===== config.mk =====
export PLATFORM = sky130hd
export DESIGN_NAME = axi_lite_rd_arb
export DESIGN_NICKNAME = d
export VERILOG_FILES = /design/src/rtl/axi_lite_rd_arb.sv
export SDC_FILE = /design/constraint.sdc
export NUM_CORES = 1
export LEC_CHECK = 0
export BUFFER_PORTS_ARGS = -buffer_cell sky130_fd_sc_hd__buf_2
export CAP_MARGIN = 20
export CORE_AREA = 2 2 120 122
export DETAILED_ROUTE_END_ITERATION = 6
export DIE_AREA = 0 0 122 124
export PLACE_DENSITY = 0.63
export SLEW_MARGIN = 30
export SYNTH_ARGS = -nofsm -noshare
export SYNTH_HDL_FRONTEND = slang
export SYNTH_SLANG_ARGS = --single-unit

===== constraint.sdc =====
create_clock -name clk -period 2.7 [get_ports clk]
set_input_delay 0.135 -clock clk [delete_from_list [all_inputs] [get_ports clk]]
set_output_delay 0.135 -clock clk [all_outputs]
set_load 0.05 [all_outputs]

===== src/rtl/axi_lite_rd_arb.sv =====
// axi_lite_rd_arb
// Arbitrates read requests from two AXI-lite masters (m0 = IFU, m1 = LSU)
// onto one downstream AXI-lite read slave. Only one transaction is in
// flight at a time. The winner's address is captured at the handshake, and
// the slave's read beat is routed back to the granted master.
//
// Ports
//   clk, rst                : clock, synchronous active-low reset
//   m0_* / m1_*             : upstream AR/R channels (addr 32b, data 64b)
//   s_*                     : downstream AR/R channels
//
// Configuration
//   AXI_ARB_ROUND_ROBIN_EN  : when defined, ties go to the master that did
//                             not win last time. When undefined, m1 always
//                             wins ties.
//
// State | Meaning
// IDLE  | no transaction; a request is granted combinationally
// AR    | address driven downstream, waiting for s_arready
// R     | waiting for the read data beat from the slave
module axi_lite_rd_arb (
  input  logic        clk,
  input  logic        rst,
  input  logic [31:0] m0_araddr,
  input  logic        m0_arvalid,
  output logic        m0_arready,
  output logic [63:0] m0_rdata,
  output logic [1:0]  m0_rresp,
  output logic        m0_rvalid,
  input  logic        m0_rready,
  input  logic [31:0] m1_araddr,
  input  logic        m1_arvalid,
  output logic        m1_arready,
  output logic [63:0] m1_rdata,
  output logic [1:0]  m1_rresp,
  output logic        m1_rvalid,
  input  logic        m1_rready,
  output logic [31:0] s_araddr,
  output logic        s_arvalid,
  input  logic        s_arready,
  input  logic [63:0] s_rdata,
  input  logic [1:0]  s_rresp,
  input  logic        s_rvalid,
  output logic        s_rready
);

  typedef enum logic [1:0] {IDLE = 2'd0, AR = 2'd1, R = 2'd2} state_t;

  state_t      state, state_nxt;
  logic        grant;      // 0 = m0, 1 = m1
  logic [31:0] addr_q;
  logic        any_req;
  logic        win1;
  logic        rready_sel;

`ifdef AXI_ARB_ROUND_ROBIN_EN
  logic        last_grant;
`endif

  // Winner selection; only meaningful while in IDLE.
  always_comb begin
    any_req = m0_arvalid | m1_arvalid;
`ifdef AXI_ARB_ROUND_ROBIN_EN
    if (m0_arvalid && m1_arvalid) win1 = ~last_grant;
    else                          win1 = m1_arvalid;
`else
    win1 = m1_arvalid;
`endif
  end

  assign rready_sel = grant ? m1_rready : m0_rready;

  // State register plus grant/address capture
  always_ff @(posedge clk) begin
    if (!rst) begin
      state  <= IDLE;
      grant  <= 1'b0;
      addr_q <= '0;
`ifdef AXI_ARB_ROUND_ROBIN_EN
      last_grant <= 1'b0;
`endif
    end else begin
      state <= state_nxt;
      if (state == IDLE && any_req) begin
        grant  <= win1;
        addr_q <= win1 ? m1_araddr : m0_araddr;
`ifdef AXI_ARB_ROUND_ROBIN_EN
        last_grant <= win1;
`endif
      end
    end
  end

  // Next-state logic
  always_comb begin
    state_nxt = state;
    case (state)
      IDLE:    if (any_req) state_nxt = AR;
      AR:      if (s_arready) state_nxt = R;
      R:       if (s_rvalid && rready_sel) state_nxt = IDLE;
      default: state_nxt = IDLE;
    endcase
  end

  // Outputs. Everything is forced to 0 while rst is low so that the reset
  // cycle itself shows a quiet interface, not only the cycle after it.
  always_comb begin
    m0_arready = 1'b0;
    m1_arready = 1'b0;
    m0_rvalid  = 1'b0;
    m1_rvalid  = 1'b0;
    m0_rdata   = '0;
    m1_rdata   = '0;
    m0_rresp   = '0;
    m1_rresp   = '0;
    s_arvalid  = 1'b0;
    s_rready   = 1'b0;
    s_araddr   = rst ? addr_q : '0;
    if (rst) begin
      case (state)
        IDLE: begin
          m0_arready = any_req & ~win1;
          m1_arready = win1;
        end
        AR: s_arvalid = 1'b1;
        R: begin
          s_rready = rready_sel;
          if (grant) begin
            m1_rvalid = s_rvalid;
            m1_rdata  = s_rdata;
            m1_rresp  = s_rresp;
          end else begin
            m0_rvalid = s_rvalid;
            m0_rdata  = s_rdata;
            m0_rresp  = s_rresp;
          end
        end
        default: ;
      endcase
    end
  end

endmodule

# Word level (Yosys, flattened, before mapping)
# Cells that the tools add are included.
[totals] output_inout_bits=170 latch_bits=0 n_memories=0 ram_bits=0 romBits=0 register_bits=35 wordCells=48 in_bits=138
[classes] magnitude_cmp=0 n_addsub=0 n_reduce_logical=4 n_eq_ne=5 n_shift=0 bitwise_logic=3 div_mod_pow=0 muxes=33 n_mul=0
[op_table] op="$mux W64" count=6
[op_table] op="$mux W32" count=2
[op_table] op="$mux W2" count=9
[op_table] op="$mux W1" count=15
[op_table] op="$ne A2 B2 Y1 const B" count=3
[op_table] op="$pmux W2 S3" count=1
[op_table] op="$reduce_and A3 Y1" count=1
[op_table] op="$eq A2 B1 Y1 const B" count=1
[op_table] op="$eq A2 B2 Y1 const B" count=1
[op_table] op="$logic_and A1 B1 Y1" count=2
[op_table] op="$logic_not A2 Y1" count=1
[op_table] op="$and A1 B1 Y1" count=1
[op_table] op="$not A1 Y1" count=1
[op_table] op="$or A1 B1 Y1" count=1

# Depth between registers and ports, before layout
[depth] depth_word=4 mapped_depth=7 depth_no_buf=3

# Worst setup path before layout
# OpenSTA, ideal clock, no wires.
[synth_path] path_kind="input to output" startpoint="input m1_arvalid" endpoint="output m0_arready" t_arrival_ns=2.140 path_buffers=2 required_ns=2.565 cell_stages=3 setup_slack_ns=0.425 path_cell_list="buf_6 -> buf_2 -> nor4b_1"
[synth_between] elab_chain_len=4 word_cells_on_any_way=5 classes_between="2 x mux; 3 x bitwise"
[synth_rtl] item="from (decl)" line="32" source="input logic m1_arvalid,"
[synth_rtl] item="$or A1 B1 Y1 or $not A1 Y1 (tied branches)" line="62, 122"
[synth_rtl] item="$and A1 B1 Y1 (*)" line="122" source="m0_arready = any_req & ~win1;"
[synth_rtl] item="$mux W1 (*)" line="120" source="case (state)"
[synth_rtl] item="$mux W1 (*)" line="119" source="if (rst) begin"
[synth_rtl] item="to (decl)" line="26" source="output logic m0_arready,"
# Every way passes the cells marked *; elsewhere a longest branch is shown, timed or not.

# Worst setup path after layout
[layout_path] startpoint="register state[1]" endpoint="output m0_rdata[56]"
[layout_between] elab_chain_len=3
[layout_rtl] item="from (decl)" line="49" source="state_t state, state_nxt;"
[layout_rtl] item="from (signal assigned)" line="83" source="state <= state_nxt;"
[layout_rtl] item="$eq A2 B2 Y1" line="120"
[layout_rtl] item="$mux W64" line="120"
[layout_rtl] item="$mux W64" line="119"
[layout_rtl] item="to (decl)" line="27" source="output logic [63:0] m0_rdata,"
# No other way between the ends.

==> results.json <==
{
  "cp_max_fo": 67,
  "ir_worst_vdd_mv": 0.241,
  "path_clk_slew_ns": 0.05,
  "die_area_mm2": 0.0151,
  "p_leak_nw": 3.04,
  "grt_pass1_wl_um": 16300,
  "reg2reg_depth": 4,
  "core_mm2": 0.0137,
  "muxShareOfSynthArea_pct": 11.6,
  "synth_compound_area_share_pct": 12.0,
  "grtUsageTotal_pct": 13.7,
  "h-tree-depth": 2,
  "hpwl_um": 9400,
  "pwr-share-comb_pct": 35.7,
  "ys_ff_latch": 35,
  "layout-drive-gt1-share_pct": 50.9,
  "cts-root-buf": "clkbuf_16",
  "p_seq_share_pct": 30.9,
  "cts_buffers": 5,
  "overflow": 0,
  "finalWeightedCongestion": 0.765,
  "reg2reg_slack_ns": 1.47,
  "min_period_ns": 2.15,
  "syn_to_final_growth_pct": 65.5,
  "setup_viol": 0,
  "rr_startpoint": "state[1]",
  "cts_hold_buffers": 0,
  "worstHoldPathCells": 3,
  "wl_per_cell_um": 14.2,
  "port_buffers": 307,
  "worstReg2RegEnd": "addr_q[28]",
  "cts.sinks": 35,
  "power.internal_mw": 1.30,
  "holdPathEnd": "state[1]",
  "worstPathArrival_ns": 2.01,
  "p_per_area_mw_per_mm2": 429,
  "clkLatencyLatePin_ns": 0.28,
  "slew-limit-headroom_pct": 61.8,
  "slew_violations": 0,
  "tightestPinTransition_ns": 0.574,
  "postLayoutCellArea_mm2": 0.00472,
  "route.detailed.drc": 0,
  "diodes": 0,
  "cts_tree": "built",
  "grt_max_degree": 69,
  "synth-xor-area-share_pct": 0,
  "postCtsSetupBuffers": 0,
  "power_frac_clock_pct": 33.5,
  "synth-seq-area-share_pct": 24.6,
  "post-route-period-util_pct": 79.5,
  "min_path_type": "input pin to flip-flop",
  "tns_ns": 0,
  "core.rowCount": 43,
  "cts_buffer_depth": 2,
  "yosysWarnings": 0,
  "totalWireLength_um": 11600,
  "yosys.area_share.adder_pct": 0,
  "placed_area_mm2": 0.00455,
  "antenna_found_initial": 1,
  "start_util_pct": 20.8,
  "num-nets-final": 776,
  "syn_inst": 354,
  "ioPinCount": 308,
  "synth.net_count": 492,
  "fillers": 1500,
  "drt_first_pass_iters": 4,
  "ant_nets": 0,
  "die_w_um": 122,
  "vias": 3460,
  "status": "finished clean",
  "fmax_ghz": 0.466,
  "cap_viol_max_count": 0,
  "syn_avg_cell_area_um2": 8.06,
  "synth_top_family_by_area": "simple AND/OR/NAND/NOR gates",
  "skew_ns": 0.00409,
  "drt_iter0_drc": 105,
  "synthSimpleGateAreaFrac_pct": 45.1,
  "vias_per_cell": 4.22,
  "ctsResizeCount": 0,
  "grt_pass1_vias": 2982,
  "crit_required_ns": 2.57,
  "hp-start": "s_arready",
  "hold_viol": 0,
  "cp-start-kind": "flip-flop",
  "synth.distinct_cells": 22,
  "synth.cell_area_mm2": 0.00285,
  "rsz0062_at_grt": "false",
  "die_h_um": 124,
  "critical_path_class": "flip-flop to primary output",
  "p_sw_share_pct": 35.7,
  "p_switching_uw": 724,
  "crit_path_end_kind": "primary output"
}
## power by group through the flow
stage	registers, mW	logic [mW]	clock network, mW
2_1_floorplan	0.625	0.514	0
3_3_place_gp	0.633	0.730	0
3_5_place_dp	0.636	0.733	0
4_1_cts	0.625	0.734	0.701
5_1_grt	0.633	0.779	0.722
6_report	0.625	0.722	0.678
## through the flow
step / util [%] / worst slack, ns / hold slack, ns / instances / total power, mW
finish: 34.4 / 0.554 / 0.146 / 819 / 2.03
global route: 34.4 / 0.416 / 0.170 / 819 / 2.13
CTS: 34.4 / 0.527 / 0.138 / 819 / 2.06
detailed placement: 33.2 / 0.832 / 0.421 / 811 / 1.37
global placement: 33.2 / 0.878 / 0.427 / 811 / 1.36
floorplan: - / 0.425 / 0.274 / 354 / 1.14
## flip-flops by register name, indices dropped and copies added (netlist names)
name / cells
grant: 1
state: 2
addr_q: 32
## synthesized netlist by cell type
cell type	number	area [um2]
buf_2	12	60.1
o21ai_0	1	5.00
nand2_1	1	3.75
mux2i_1	33	330
a22o_1	1	8.76
or2_1	1	6.26
nor2b_1	2	12.5
buf_1	3	11.3
clkbuf_1	16	60.1
nand2b_1	1	6.26
dfxtp_1	35	701
and2_4	1	8.76
buf_6	5	56.3
inv_1	2	7.51
o211a_1	32	320
nor3b_1	1	7.51
nand3_1	33	165
o21bai_1	1	7.51
nor4b_1	1	8.76
nand3b_1	1	7.51
and2_1	167	1040
nor2_1	4	15.0
## per-layer routing
layer	up-vias	GRT usage, %	wire [um]
li1	1742	-	-
met1	1537	17.8	4890
met2	169	23.8	5640
met3	12	2.34	921
met4	0	3.16	155
met5	-	0	0
## placed cells by master (no fill, tap or decap), types with 2 or more instances in the layout
master	count
nor2_4	2
nor2b_1	2
inv_1	2
buf_4	6
buf_12	4
buf_2	303
o211a_1	32
clkbuf_16	5
dfxtp_1	35
nand3_1	33
and2_1	167
mux2i_1	33
## kinds of logic after synthesis
group	after synthesis
flip-flops	35
buffers and inverters	38
AND/OR/NAND/NOR	213
multiplexers	33
AO/OA/AOI/OAI	35
## worst max-delay path: stages (launching register included)
cell and delay, ns:
dfxtp_1 0.40, nand3b_1 0.24, nor2_4 0.13, buf_4 0.44, and2_1 0.22, buf_2 0.27
## area by class of cell
cell class,count,area (um2),share of cell area (%)
Multi-Input combinational cell,281,1980,41.8
Timing Repair Buffer,313,1640,34.7
Sequential cell,35,701,14.8
Tap cell,180,225,4.77
Clock buffer,6,139,2.94
Clock inverter,2,35.0,0.742
Inverter,2,7.51,0.159
## how the worst max path moves through the flow
stage	from	endpoint	slack [ns]
global placement	state[1]	m0_rdata[56]	0.88
detailed placement	state[1]	m0_rdata[56]	0.83
floorplan	m1_arvalid	m0_arready	0.43
finish	state[1]	m0_rdata[56]	0.55
global route	state[1]	m0_rdata[56]	0.42
CTS	state[1]	m0_rdata[56]	0.53
Power figures use the tool's default switching activity.
